File: src/rtl/board_score_keeper_pkg.sv
// Shared board and score definitions used by the score keeper and the game controller.
package board_score_keeper_pkg;

    localparam int BOARD_CELLS = 9;
    localparam int BCD_W       = 4;
    localparam logic [BCD_W-1:0] BCD_MAX = 4'd9;

    // Cell index, row-major from the top-left corner; cell i maps to bit i of a board vector.
    typedef enum logic [3:0] {
        CELL_TL = 4'd0, CELL_TC = 4'd1, CELL_TR = 4'd2,
        CELL_ML = 4'd3, CELL_MC = 4'd4, CELL_MR = 4'd5,
        CELL_BL = 4'd6, CELL_BC = 4'd7, CELL_BR = 4'd8
    } cell_idx_t;

    // One-hot board mask for a single cell.
    function automatic logic [BOARD_CELLS-1:0] cell_mask(input cell_idx_t idx);
        logic [BOARD_CELLS-1:0] m;
        m = '0;
        m[idx] = 1'b1;
        return m;
    endfunction

    // Number of set bits in a board vector (0..9).
    function automatic logic [3:0] cell_count(input logic [BOARD_CELLS-1:0] v);
        logic [3:0] n;
        n = 4'd0;
        for (int i = 0; i < BOARD_CELLS; i++) begin
            n = n + {3'b000, v[i]};
        end
        return n;
    endfunction

endpackage

File: src/rtl/board_score_keeper_bcd_score_counter.sv
// Two-digit BCD win counter that counts rising edges of a held win level.
module bcd_score_counter
    import board_score_keeper_pkg::*;
(
    input  logic             clk_100MHz,
    input  logic             reset,
    input  logic             clear,
    input  logic             inc_level,
    output logic [BCD_W-1:0] tens,
    output logic [BCD_W-1:0] units
);

    logic inc_prev;

    // Edge register always tracks the input (even in reset/clear) so a held level counts once.
    always_ff @(posedge clk_100MHz) begin
        inc_prev <= inc_level;
        if (reset || clear) begin
            tens  <= '0;
            units <= '0;
        end else if (inc_level && !inc_prev) begin
            if (units == BCD_MAX) begin
                units <= '0;
                tens  <= (tens == BCD_MAX) ? '0 : tens + 4'd1;
            end else begin
                units <= units + 4'd1;
            end
        end
    end

endmodule

File: src/rtl/board_score_keeper.sv
// Tic-tac-toe board occupancy, move counter and per-player BCD score keeper.
module board_score_keeper
    import board_score_keeper_pkg::*;
(
    input  logic                   clk_100MHz,
    input  logic                   reset,
    input  logic [BOARD_CELLS-1:0] almacenar_x,
    input  logic [BOARD_CELLS-1:0] almacenar_o,
    input  logic                   resetPosiciones,
    input  logic                   resetScore,
    input  logic                   inc_x_score,
    input  logic                   inc_o_score,
    output logic [BOARD_CELLS-1:0] x,
    output logic [BOARD_CELLS-1:0] o,
    output logic [BCD_W-1:0]       score_x_tens,
    output logic [BCD_W-1:0]       score_x_units,
    output logic [BCD_W-1:0]       score_o_tens,
    output logic [BCD_W-1:0]       score_o_units,
    output logic [3:0]             move_count,
    output logic                   board_full,
    output logic                   write_reject
);

    logic [BOARD_CELLS-1:0] free_cells;
    logic [BOARD_CELLS-1:0] acc_x;
    logic [BOARD_CELLS-1:0] acc_o;
    logic                   dropped;

    // A cell is writable only if empty and not contested by the other player in the same cycle.
    always_comb begin
        free_cells = ~(x | o);
        acc_x      = almacenar_x & free_cells & ~almacenar_o;
        acc_o      = almacenar_o & free_cells & ~almacenar_x;
        dropped    = |((almacenar_x | almacenar_o) & ~(acc_x | acc_o));
    end

    assign board_full = &(x | o);

    // Board state and move count; only free cells are ever accepted so the count stays within 0..9.
    always_ff @(posedge clk_100MHz) begin
        if (reset || resetPosiciones) begin
            x            <= '0;
            o            <= '0;
            move_count   <= 4'd0;
            write_reject <= 1'b0;
        end else begin
            x            <= x | acc_x;
            o            <= o | acc_o;
            move_count   <= move_count + cell_count(acc_x | acc_o);
            write_reject <= dropped;
        end
    end

    bcd_score_counter u_score_x (
        .clk_100MHz (clk_100MHz),
        .reset      (reset),
        .clear      (resetScore),
        .inc_level  (inc_x_score),
        .tens       (score_x_tens),
        .units      (score_x_units)
    );

    bcd_score_counter u_score_o (
        .clk_100MHz (clk_100MHz),
        .reset      (reset),
        .clear      (resetScore),
        .inc_level  (inc_o_score),
        .tens       (score_o_tens),
        .units      (score_o_units)
    );

endmodule

File: config.mk
export PLATFORM = sky130hd
export DESIGN_NAME = board_score_keeper
export DESIGN_NICKNAME = d
export VERILOG_FILES = /design/src/rtl/board_score_keeper_pkg.sv /design/src/rtl/board_score_keeper_bcd_score_counter.sv /design/src/rtl/board_score_keeper.sv
export SDC_FILE = /design/constraint.sdc
export NUM_CORES = 1
export LEC_CHECK = 0
export BUFFER_PORTS_ARGS = -buffer_cell sky130_fd_sc_hd__buf_2
export CORE_AREA = 2 2 68 70
export CTS_CLUSTER_DIAMETER = 80
export DETAILED_ROUTE_END_ITERATION = 6
export DIE_AREA = 0 0 70 72
export PLACE_DENSITY = 0.84
export SYNTH_ARGS = -nofsm -noshare
export SYNTH_HDL_FRONTEND = slang
export SYNTH_SLANG_ARGS = --single-unit
File: constraint.sdc
create_clock -name clk_100MHz -period 4.92 [get_ports clk_100MHz]
set_input_delay 1.476 -clock clk_100MHz [delete_from_list [all_inputs] [get_ports clk_100MHz]]
set_output_delay 1.476 -clock clk_100MHz [all_outputs]
set_load 0.05 [all_outputs]
# Word-level counts from Yosys, hierarchy flattened
# Index checks and enable logic that the tools add are counted.
# Widths: inputs -> output; s select.
[word_totals]
ff_bits = 41
inputBits = 24
output_inout_bits = 40
elab_cells = 55
[op_classes]
addsub = 13
n_eq_ne = 4
muxes = 4
bitwise = 14
reduce_logical = 10
[ops]
columns = ["operator", "n"]
rows = [
  ["$and 9x9->9", 5],
  ["$or 9x9->9", 5],
  ["$not 9->9", 4],
  ["$add 4x1->4", 5],
  ["$add 4x1->4 const B", 4],
  ["$eq 4x4->1 const B", 4],
  ["$mux 4", 4],
  ["$reduce_and 9->1", 1],
  ["$reduce_or 9->1", 1],
  ["$add 3x1->4", 1],
  ["$add 4x4->4", 1],
  ["$reduce_and 2->1", 2],
  ["$add 2x1->3", 1],
  ["$add 1x1->2", 1],
  ["$logic_and 1x1->1", 2],
  ["$logic_not 1->1", 2],
  ["$logic_or 1x1->1", 2],
]

# Depth between registers and ports, before layout
# Gate-level depths: netlist of run 1.
[logic_depth]
word_depth = 14
depth_mapped = 12
mapped_depth_nobuf = 12

# Hierarchy
# A second synthesis of run 1 with hierarchy kept.
[hier_totals]
cells_unflattened = 256
hier_area_um2 = 2205.9
[modules_own_cells]
columns = ["module", "instances", "cells_per_inst", "area_each_um2"]
rows = [
  ["board_score_keeper", 1, 164, 1335.0],
  ["bcd_score_counter", 2, 46, 435.4],
]

# Worst setup path before layout of run 1
# Ideal clock, no wire load.
[synth_timing]
kind = "input-to-reg"
startpoint = "input port almacenar_o[0]"
endpoint = "register move_count[2]"
setup_ps = 128
arrival_time_ps = 4084
required_ps = 4792
path_slack_ps = 709
path_stages = 11
path_cell_list = "xnor2_1 > nor3_1 > fa_1 > inv_1 > fa_1 > fa_1 > inv_1 > ha_1 > fa_1 > xnor2_1 > nor2_1"
[synth_between]
elab_chain_cells = 12
elab_cells_between_ends = 14
cone_classes = "9 x add/sub; 5 x bitwise"
[synth_rtl]
columns = ["element", "line_no", "source"]
rows = [
  ["start: declaration", "board_score_keeper.sv:8", "input logic [BOARD_CELLS-1:0] almacenar_o,"],
  ["$and 9x9->9 or $not 9->9 (tied branches)", "board_score_keeper.sv:33, board_score_keeper.sv:32", ""],
  ["$and 9x9->9, on equally long branches", "board_score_keeper.sv:33, board_score_keeper.sv:32", ""],
  ["$or 9x9->9 *", "board_score_keeper.sv:49", "move_count <= move_count + cell_count(acc_x | acc_o);"],
  ["$add 1x1->2 *", "board_score_keeper_pkg.sv:28", "n = n + {3'b000, v[i]};"],
  ["$add 2x1->3 *", "board_score_keeper_pkg.sv:28", ""],
  ["$add 3x1->4 *", "board_score_keeper_pkg.sv:28", ""],
  ["$add 4x1->4 * (5 in a row)", "board_score_keeper_pkg.sv:28", ""],
  ["$add 4x4->4 *", "board_score_keeper.sv:49", ""],
  ["end signal: assignment", "board_score_keeper.sv:49", ""],
  ["end: declaration", "board_score_keeper.sv:19", "output logic [3:0] move_count,"],
]
# Mark *: on every way between the ends. The rest lies on a longest branch, timed or not.
# A chain may end at the register's enable or synchronous reset.

# Worst setup path after layout of run 1
[layout_timing]
startpoint = "input port almacenar_o[8]"
endpoint = "register move_count[2]"
[layout_between]
elab_chain_cells = 5
elab_cells_between_ends = 7
cone_classes = "2 x add/sub; 5 x bitwise"
[layout_rtl]
columns = ["element", "line_no"]
rows = [
  ["$and 9x9->9 or $not 9->9 (tied branches)", "board_score_keeper.sv:33, board_score_keeper.sv:32"],
  ["$and 9x9->9, on equally long branches", "board_score_keeper.sv:33, board_score_keeper.sv:32"],
  ["$or 9x9->9 *", "board_score_keeper.sv:49"],
  ["$add 4x1->4 *", "board_score_keeper_pkg.sv:28"],
  ["$add 4x4->4 *", "board_score_keeper.sv:49"],
]
# Marks and branches as above.

==> results of run 1 <==
[flip-flops by register name, indices dropped and copies added (netlist names)]
signal              count
u_score_x.tens          4
o                       9
move_count              4
u_score_o.tens          4
u_score_x.inc_prev      1
u_score_x.units         4
write_reject            1
u_score_o.units         4
x                       9
u_score_o.inc_prev      1
[Yosys cell counts]
cell type   n
or3_1       3
ha_1        5
nor3_1      9
nor2b_1     5
nor3b_1     5
or2_2       2
dfxtp_1    41
nor2_1     56
o22ai_1     3
nand2_1     4
clkbuf_2    1
inv_1      10
and4bb_1    1
clkbuf_1    3
and3b_1     4
a21oi_2     1
nand4_1     4
xor2_1      4
xnor2_1    16
and2b_1     1
nor4_1      1
and2b_2     2
buf_1       1
a21oi_1    26
nor4b_2     1
fa_1        6
o31ai_1     9
nor3_2      1
nand3b_1    3
mux2i_1     3
and3_2      1
o21ai_0    13
nand3_2     1
and3_1      1
nand3_1     2
a21o_1      1
[worst min-delay path: stages (launching register included)]
cell and delay [ns]:
dfxtp_1 0.34, o21ai_0 0.08, a21oi_1 0.06
[how the worst min path moves through the flow]
stage / end / cells past startpoint / startpoint
2_1_floorplan: u_score_o.units[0] / 3 / u_score_o.inc_prev
3_3_place_gp: u_score_x.units[3] / 2 / u_score_x.units[3]
3_5_place_dp: u_score_x.units[3] / 2 / u_score_x.units[3]
4_1_cts: u_score_x.units[3] / 2 / u_score_x.units[3]
5_1_grt: u_score_x.units[3] / 2 / u_score_x.units[3]
6_report: u_score_x.units[3] / 2 / u_score_x.units[3]
[layer usage]
layer  global-route usage [%]  vias up
li1                         -      992
met1                     25.0      880
met2                     30.8       49
met3                     3.61        4
met4                     6.84        0
met5                        0        -
[cells in the final DEF, fill, tap and decap left out, types with 2 or more instances in the layout]
cell      netlist  routed
a21oi_1        26      26
and2b_2         2       2
and3b_1         4       4
buf_2           0      63
clkbuf_8        0       5
clkinv_2        0       2
dfxtp_1        41      41
fa_1            6       6
ha_1            5       5
inv_1          10      10
mux2i_1         3       3
nand2_1         4       4
nand3_1         2       2
nand3b_1        3       3
nand4_1         4       4
nor2_1         56      56
nor2b_1         5       5
nor3_1          9       9
nor3b_1         5       5
o21ai_0        13      13
o22ai_1         3       3
o31ai_1         9       9
or2_2           2       2
or3_1           3       3
xnor2_1        16      16
xor2_1          4       4
[logic make-up (layout without fill, tap and decap cells)]
kind of cell | Yosys count | in the layout
compound gates | 53 | 53
flops | 41 | 41
simple gates | 107 | 107
xor+xnor | 20 | 20
mux | 3 | 3
buf+inv | 15 | 81
fa+ha+maj | 11 | 11
[power by group]
| group | switching [mW] | internal, mW |
|---|---|---|
| Combinational | 0.208 | 0.133 |
| Clock | 0.117 | 0.0980 |
| Sequential | 0.0175 | 0.350 |
| Total | 0.342 | 0.580 |
[cell type report]
cell class	instances	area, um^2
Tap cell	52	65.1
Multi-Input combinational cell	194	1240
Timing Repair Buffer	63	315
Clock inverter	3	17.5
Sequential cell	41	821
Clock buffer	5	68.8
Fill cell	392	1700
Inverter	10	37.5
[through the flow]
step                hold slack (ns)  utilization (%)  instances  instance area [um^2]  setup slack, ns
CTS                           0.519             60.2        368                  2570            0.668
detailed placement            0.507             58.2        360                  2480            0.348
floorplan                     0.547                -        250                  2120            0.709
global placement              0.487             58.2        360                  2480            0.447
global route                  0.568             60.2        368                  2570            0.497
finish                        0.518             60.2        368                  2570            0.646
==> key figures, run 1 <==
Run status
  – Status: complete, no violations

Worst setup path
  – Crit. path cell count: 12
  – Worst EP required: 5.08 ns
  – WS Path Type: in2reg
  – CP Capture Type: register
  – CP startpoint kind: primary input
  – CP peak stage delay: approximately 0.54 ns
  – Critical Path AT: 4.44 ns
  – Crit. Startpoint: almacenar_o[8]
  – Reg2reg path depth: 10
  – Delay-heaviest family, CP: adder cells
  – Critical path's slowest cell: fa_1
  – R2R Setup Slk: 1.66 ns
  – Crit path max fanout: 5
  – Crit path capture: move_count[2]
  – Critical path cell sequence: buf_2 -> xnor2_1 -> nor3_1 -> fa_1 -> inv_1 -> fa_1 -> fa_1 -> inv_1 -> ha_1 -> fa_1 -> xnor2_1 -> nor2_1
  – Reg2reg end: move_count[2]
  – R2r startpoint: o[8]
  – Crit-path most repeated cell: fa_1
  – CP Buf/Inv Count: 3

Routing
  – Via count: 1925
  – DR DRC count: 0
  – DR pass1 iterations: 4
  – Final WL: about 4.7 mm
  – Drt wl/cell: about 13 um
  – Met2 wire len: 2.15 mm
  – Max layer used: met4
  – Met3 wire length: ~270 um
  – DR iter-0 viols: 126
  – Via/cell ratio: roughly 5.2
  – Wl on met1: 2.19 mm
  – Post-route ant nets: 0

Timing
  – Final Max Slew Viols: 0
  – Min Tclk post-route: about 4.3 ns
  – Setup Skew: 0.00639 ns
  – Least-Margin Pin Slew: 0.469 ns
  – Final setup violation count: 0
  – Setup TNS Final: 0 ns
  – Final Cycle Share: 86.9%
  – Unrepaired setup endpoints after global routing: false
  – Maximum clock rate: ~230 MHz
  – Final hold viol count: 0
  – Headroom to the max-slew limit: 68.7%

Clocking
  – Post-CTS Hold Buffers: 0
  – CTS H-Tree Depth: 2
  – CTS max path bufs: 2
  – CTS tree: built
  – Post_cts resized: 0
  – # Post-CTS Setup Buffers: 0
  – Clock Tree Root: clkbuf_8
  – Num CTS Buffers: 5
  – Worst-Skew Late Latency: 0.29 ns
  – Clk sink count: 41
  – Reg clk slew, reported paths: 0.08 ns

Yosys
  – Netlist Area Pre-Place: 2120 um^2
  – Mux cell area share after synthesis: 1.42%
  – Adder-cell share of the synthesized area: 8.62%
  – Average size of a mapped cell: 8.48 um^2
  – Yosys reg bits: 41
  – Syn_nets: about 290
  – Largest family of logic cells by synthesized area: simple AND/OR/NAND/NOR gates
  – Register area share after synthesis: 38.7%
  – Largest cells by area after synthesis: dfxtp_1 39%, nor2_1 9.9%, xnor2_1 6.6%, a21oi_1 6.1%, fa_1 5.7%
  – Yosys Warn Count: 0
  – Synth unique cells: 36
  – Cell taking the most area after synthesis: dfxtp_1
  – Xor/xnor share of the synthesized area: 8.26%
  – Syn Inst Count: 250
  – Synth top area share: 38.7%
  – Post-synthesis compound-gate area fraction: 14.0%
  – Post-Synth Simple-Gate Area: 26.2%

Global route
  – Pin count of the biggest net entering global routing: 24
  – Vias in the first global route: 1683
  – Antenna violations before repair: 0
  – GRT Util Overall: 18.8%
  – Global route overflow: 0
  – First-pass GRT wire length: between 7 and 8 mm

Floorplan
  – Core Rows: 24
  – Core area: roughly 4300 um^2
  – DIE WIDTH: roughly 70 um
  – Boundary pin count: 64
  – Initial Utilization: 49.7%
  – Die Area: 5040 um^2
  – Die H: 72 um

Run
  – Max cap viols: 0

Placed design
  – Number of port buffers: 63
  – GPL Wtd Cong: 0.814
  – DP Wirelength: 3.59 mm

Pwr
  – PwrDens: 360 nW/um^2
  – Max VDD drop: 0.195 mV
  – Tot Pwr: 0.923 mW
  – Lkg Pwr: 1.17 nW

Layout
  – Synth-to-Final Area Change: 21.1%
  – Final Net Count: 350
  – Diodes inserted: 0
  – Share of post-route cells with drive strength above 1: 25.3%

Hold path
  – Min-Delay Path Class: reg2reg
Power figures use the tool's default switching activity.
==> run 2: changes to the inputs <==
- CORE_AREA: 2 2 68 70 -> 2 2 76 71
- DIE_AREA: 0 0 70 72 -> 0 0 78 73
- PLACE_DENSITY: 0.84 -> 0.76
==> key figures, run 2 (same netlist as run 1, synthesis figures left out) <==
Timing
  – Final Cycle Share: 86.2% (-0.66 points)
  – Final hold viol count: 0 (unchanged)
  – Final setup violation count: 0 (unchanged)
  – Headroom to the max-slew limit: 68.2% (-0.55 points)
  – Setup TNS Final: 0 ns (unchanged)
  – Worst hold slack: 0.525 ns (+0.00681 ns)
  – Least-Margin Pin Slew: 0.477 ns (+0.00830 ns)
  – Maximum clock rate: 236 MHz (+0.77%)
  – Setup Skew: 0.00646 ns (+0.0000719 ns)
  – Final WS setup: 0.678 ns (+0.0326 ns)
  – Min Tclk post-route: 4.24 ns (-0.0326 ns)
  – Final Max Slew Viols: 0 (unchanged)
  – Unrepaired setup endpoints after global routing: false

Clocking
  – Reg clk slew, reported paths: 0.08 ns (about the same)
  – CTS H-Tree Depth: 2 (unchanged)
  – Post-CTS Hold Buffers: 0 (unchanged)
  – Clk sink count: 41 (unchanged)
  – CTS tree: built
  – Num CTS Buffers: 5 (unchanged)
  – Post_cts resized: 0 (unchanged)
  – CTS max path bufs: 2 (unchanged)
  – Worst-Skew Late Latency: 0.29 ns (about the same)
  – Clock Tree Root: clkbuf_8
  – # Post-CTS Setup Buffers: 0 (unchanged)

Layout
  – Share of post-route cells with drive strength above 1: 25.3% (unchanged)
  – Fill cell count: 501 (+28%)
  – Diodes inserted: 0 (unchanged)
  – Most frequent cells in the layout: 63 x buf_2, 56 x nor2_1, 41 x dfxtp_1
  – Final Net Count: 350 (unchanged)
  – Synth-to-Final Area Change: 22.7%
  – Biggest regs: o: 9 flops, x: 9 flops
  – Finished Cell Area: 2600 um^2 (+1.3%)
  – Most common cell after layout, fill and taps aside: buf_2
  – Finished Layout Cells: 383 (+4.1%)
  – Final Util: 51.9% (-8.2 points)

Run
  – Max cap viols: 0 (unchanged)

Global route
  – Grt peak-use layer: met2
  – M2 GR Usage: 24.5% (-6.3 points)
  – M3 GR Usage: 3.09% (-0.52 points)
  – Pin count of the biggest net entering global routing: 24 (unchanged)
  – First-pass GRT wire length: 7.54 mm (-1.1%)
  – Global route overflow: 0 (unchanged)
  – M1 GR Usage: 24.3% (-0.69 points)
  – Antenna violations before repair: 0 (unchanged)
  – GRT Util Overall: 16.7% (-2.1 points)
  – Vias in the first global route: 1603 (-4.8%)

Routing
  – Post-route ant nets: 0 (unchanged)
  – Via count: 1910 (-0.78%)
  – DR pass1 iterations: 4 (unchanged)
  – Final WL: 4.79 mm (+2.8%)
  – Drt wl/cell: 12.5 um (-1.3%)
  – DR iter-0 viols: 99 (-21%)
  – DR DRC count: 0 (unchanged)
  – Via/cell ratio: 4.99 (-4.7%)

Worst setup path
  – CP startpoint kind: primary input
  – Worst EP required: 5.09 ns (about the same)
  – CP Capture Type: register
  – WS Path Type: in2reg
  – Critical Path AT: 4.41 ns (-0.03 ns)
  – Crit path max fanout: 5 (unchanged)

Hold path
  – Min-Delay Path Class: reg2reg

Floorplan
  – DIE WIDTH: 78 um (+11%)
  – Core Rows: 25 (+4.2%)
  – Die Area: 5690 um^2 (+13%)
  – Boundary pin count: 64 (unchanged)
  – Die H: 73 um (+1.4%)
  – Core area: 5000 um^2 (+17%)
  – Initial Utilization: 42.4% (-7.4 points)

Placed design
  – Number of port buffers: 63 (unchanged)
  – DP Wirelength: 3.65 mm (+1.8%)
  – DP Area: 2500 um^2 (+0.76%)
  – GPL Wtd Cong: 0.811 (-0.43%)
  – Placement Setup Slack: 0.367 ns (+0.0190 ns)
  – Inst Count DP: 375 (+4.2%)

Pwr
  – Tot Pwr: 0.949 mW (+2.9%)
  – Max VDD drop: 0.242 mV (+24%)
  – Lkg Pwr: 1.18 nW (+0.88%)
  – PwrDens: 365 nW/um^2 (+1.5%)

Run status
  – Status: complete, no violations
## run 2: changes by cell type in the layout (fill, tap and decap cells not counted)
cell        delta
clkinv_2       -1
clkinvlp_4     -1
clkbuf_8       +2
## run 2: worst paths after layout
kind              depth (start not counted)            endpoint  slack (ns)               start
setup / recovery                         12       move_count[2]        0.68      almacenar_o[8]
hold / removal                            2  u_score_o.units[3]        0.52  u_score_o.units[3]
setup reg to reg                         10       move_count[2]        1.69                o[0]
hold reg to reg                           2  u_score_o.units[3]        0.52  u_score_o.units[3]
## run 2: metal layers
layer  up-vias  routed length [um]
met3         7                 177
li1        990                   -
met2        47                2050
met1       866                2480
met4         0                  74
met5         -                   0
## run 2: worst max-delay path, stage by stage
cell and delay [ns]:
buf_2 0.13, xnor2_1 0.12, nor3_1 0.30, fa_1 0.48
inv_1 0.08, fa_1 0.43, fa_1 0.55, inv_1 0.04
ha_1 0.22, fa_1 0.38, xnor2_1 0.16, nor2_1 0.05
## run 2: final cells by class
class	count	area [um^2]	area share, %
timing repair buffer	63	315	12.1
multi-input combinational	194	1240	47.7
sequential	41	821	31.6
inverter	10	37.5	1.44
tap	67	83.8	3.22
clock buffer	7	96.3	3.71
clock inverter	1	5.00	0.192
## run 2: power breakdown
group          internal (mW)  switching [mW]  total [mW]
registers              0.350          0.0183       0.368
clock network          0.127           0.119       0.246
logic                  0.132           0.204       0.336
==> run 3: changes to the inputs <==
- ABC_AREA: unset -> 1
- CORE_AREA: 2 2 76 71 -> 2 2 75 70
- DIE_AREA: 0 0 78 73 -> 0 0 77 72
- PLACE_DENSITY: 0.76 -> 0.77
- SLEW_MARGIN: unset -> 20
==> key figures, run 3 <==
Timing
  – Headroom to the max-slew limit: 55.1% (-13 points)
  – Final Cycle Share: 85.0% (-1.2 points)
  – Final setup violation count: 0 (unchanged)
  – Setup TNS Final: 0 ns (unchanged)
  – Least-Margin Pin Slew: 0.673 ns (+0.195 ns)
  – Final WS setup: 0.737 ns (+0.0584 ns)
  – Unrepaired setup endpoints after global routing: false
  – Min Tclk post-route: 4.18 ns (-0.0584 ns)
  – Final hold viol count: 0 (unchanged)
  – Final Max Slew Viols: 0 (unchanged)
  – Maximum clock rate: 239 MHz (+1.4%)
  – Setup Skew: 0.00551 ns (-0.000947 ns)

Worst setup path
  – Critical path's slowest cell: fa_1
  – Critical path cell sequence: buf_2 -> inv_1 -> nor2_1 -> nand2_1 -> nand2_1 -> fa_1 -> inv_1 -> fa_1 -> fa_1 -> inv_1 -> ha_1 -> fa_1 -> xnor2_1 -> nor2_1
  – Crit-path most repeated cell: fa_1
  – Critical Path AT: 4.35 ns (-0.06 ns)
  – CP peak stage delay: 0.55 ns (about the same)
  – CP Capture Type: register
  – CP startpoint kind: primary input
  – Worst EP required: 5.08 ns (about the same)
  – WS Path Type: in2reg
  – Delay-heaviest family, CP: adder cells
  – CP Buf/Inv Count: 4 (+1)
  – Crit path max fanout: 3 (-2)

Yosys
  – Yosys Warn Count: 0 (unchanged)
  – Register area share after synthesis: 39.3% (+0.56 points)
  – EDFF count, synth: 0 (unchanged)
  – Netlist Area Pre-Place: 2090 um^2 (-1.4%)
  – Most frequent cells after synthesis: 62 x inv_1, 41 x dfxtp_1, 40 x nand2_1
  – Count leader, synth: inv_1
  – Largest cells by area after synthesis: dfxtp_1 39%, inv_1 11%, nand2_1 7.2%, nand3_1 6.9%, nor2_1 6.1%
  – Cell taking the most area after synthesis: dfxtp_1
  – Post-synth top flop: dfxtp_1
  – Yosys reg bits: 41 (unchanged)
  – Synth top area share: 39.3% (+0.56 points)
  – Syn Inst Count: 287 (+15%)
  – Average size of a mapped cell: 7.28 um^2 (-14%)
  – Ys async rst share: 0% (unchanged)
  – Syn_nets: 322 (+13%)
  – Synth unique cells: 28 (-22%)

Layout
  – Synth-to-Final Area Change: 24.5%
  – Sequential Area: 821 um^2 (unchanged)
  – Final Net Count: 390 (+11%)
  – Footprint of the multi-input gates: 1020 um^2 (-18%)
  – Finished Layout Cells: 421 (+9.9%)
  – Most frequent cells in the layout: 63 x buf_2, 62 x inv_1, 41 x dfxtp_1
  – Share of post-route cells with drive strength above 1: 25.0% (-0.32 points)
  – Fill cell count: 458 (-8.6%)
  – Biggest regs: o: 9 flops, x: 9 flops
  – Diodes inserted: 0 (unchanged)
  – Most common cell after layout, fill and taps aside: buf_2

Clocking
  – CTS max path bufs: 2 (unchanged)
  – Clock Tree Root: clkbuf_8
  – Worst-Skew Late Latency: 0.30 ns (about the same)
  – Post_cts resized: 0 (unchanged)
  – Reg clk slew, reported paths: 0.08 ns (about the same)
  – Clk sink count: 41 (unchanged)
  – CTS H-Tree Depth: 2 (unchanged)
  – # Post-CTS Setup Buffers: 0 (unchanged)
  – Post-CTS Hold Buffers: 0 (unchanged)
  – Num CTS Buffers: 5 (unchanged)
  – CTS tree: built

Pwr
  – PwrDens: 366 nW/um^2 (+0.11%)
  – Max VDD drop: 0.221 mV (-8.7%)
  – Lkg Pwr: 1.28 nW (+8.1%)

Floorplan
  – Die H: 72 um (-1.4%)
  – Core Rows: 24 (-4.0%)
  – DIE WIDTH: 77 um (-1.3%)
  – Boundary pin count: 64 (unchanged)
  – Core area: 4740 um^2 (-5.2%)
  – Initial Utilization: 44.0% (+1.7 points)
  – Die Area: 5540 um^2 (-2.6%)

Routing
  – Post-route ant nets: 0 (unchanged)
  – DR DRC count: 0 (unchanged)
  – Via count: 1957 (+2.5%)
  – Final WL: 4.48 mm (-6.5%)
  – DR iter-0 viols: 63 (-36%)
  – Via/cell ratio: 4.65 (-6.8%)
  – DR pass1 iterations: 4 (unchanged)
  – Drt wl/cell: 10.6 um (-15%)

Run
  – Max cap viols: 0 (unchanged)

Hold path
  – Min-Delay Path Class: reg2reg

Global route
  – First-pass GRT wire length: 7.42 mm (-1.6%)
  – Vias in the first global route: 1773 (+11%)
  – Antenna violations before repair: 0 (unchanged)
  – Global route overflow: 0 (unchanged)
  – Pin count of the biggest net entering global routing: 22 (-8.3%)
  – GRT Util Overall: 16.7% (-0.021 points)

Placed design
  – Placement Setup Slack: 0.430 ns (+0.0632 ns)
  – DP Wirelength: 3.46 mm (-5.2%)
  – Inst Count DP: 413 (+10%)
  – Number of port buffers: 63 (unchanged)
  – GPL Wtd Cong: 0.763 (-5.9%)

Run status
  – Status: complete, no violations
==> run 3: changes by cell type after synthesis, sizes merged, moves of 4 or more <==
cell / before / now
inv: 10 / 63
nand2: 4 / 41
nand3: 3 / 31
xnor2: 16 / 1
nor2: 56 / 42
o31ai: 9 / 0
nor3: 10 / 2
nor2b: 5 / 0
and3b: 4 / 0
nor3b: 5 / 1
o21ai: 13 / 9
==> run 3: stage by stage <==
stage / hold WS, ns / power (mW) / util (%) / area, um^2
2_1_floorplan: 0.554 / 0.598 / - / 2090
3_3_place_gp: 0.452 / 0.660 / 52.3 / 2480
3_5_place_dp: 0.457 / 0.667 / 52.3 / 2480
4_1_cts: 0.469 / 0.962 / 54.8 / 2600
5_1_grt: 0.483 / 1.01 / 54.8 / 2600
6_report: 0.467 / 0.951 / 54.8 / 2600
==> run 3: where the power goes <==
group          total, mW  switching, mW  internal, mW
sequential         0.364         0.0138         0.350
clock              0.287          0.122         0.165
combinational      0.300          0.194         0.106
total              0.951          0.330         0.621
==> run 3: layout make-up <==
| class | count | area share (%) |
|---|---|---|
| inverters | 63 | 9.09 |
| clock inverters | 2 | 1.44 |
| well taps | 65 | 3.13 |
| repair buffers | 64 | 12.4 |
| clock buffers | 6 | 3.17 |
| flip-flops and latches | 41 | 31.6 |
| multi-input cells | 180 | 39.2 |
==> run 3: cells by family after synthesis <==
family	share of synthesized area, %
flip-flops	39.3
AO/OA/AOI/OAI	9.46
AND/OR/NAND/NOR	28.9
buffers and inverters	11.9
adder cells (fa/ha/maj)	8.74
XOR/XNOR	1.68
==> run 3: routing by layer <==
metal | track usage [%] | vias to the layer above | part of all wire (%) | wire length (um)
met5 | 0 | - | 0 | 0
met4 | 6.55 | 0 | 1.7 | 74
met3 | 4.35 | 8 | 4.5 | 203
met2 | 28.0 | 48 | 46 | 2060
met1 | 20.9 | 866 | 48 | 2140
li1 | - | 1035 | - | -
==> run 3: worst paths after layout <==
check | depth (start not counted) | slack [ns] | from | to
max | 14 | 0.74 | almacenar_o[0] | move_count[2]
min | 2 | 0.47 | o[1] | o[1]
max reg2reg | 12 | 1.66 | o[0] | move_count[2]
min reg2reg | 2 | 0.47 | o[1] | o[1]
==> run 3: tightest hold or removal path, cell delays in order (launching register included) <==
cell and delay, ns:
dfxtp_1 0.32, inv_1 0.05, a21oi_1 0.05
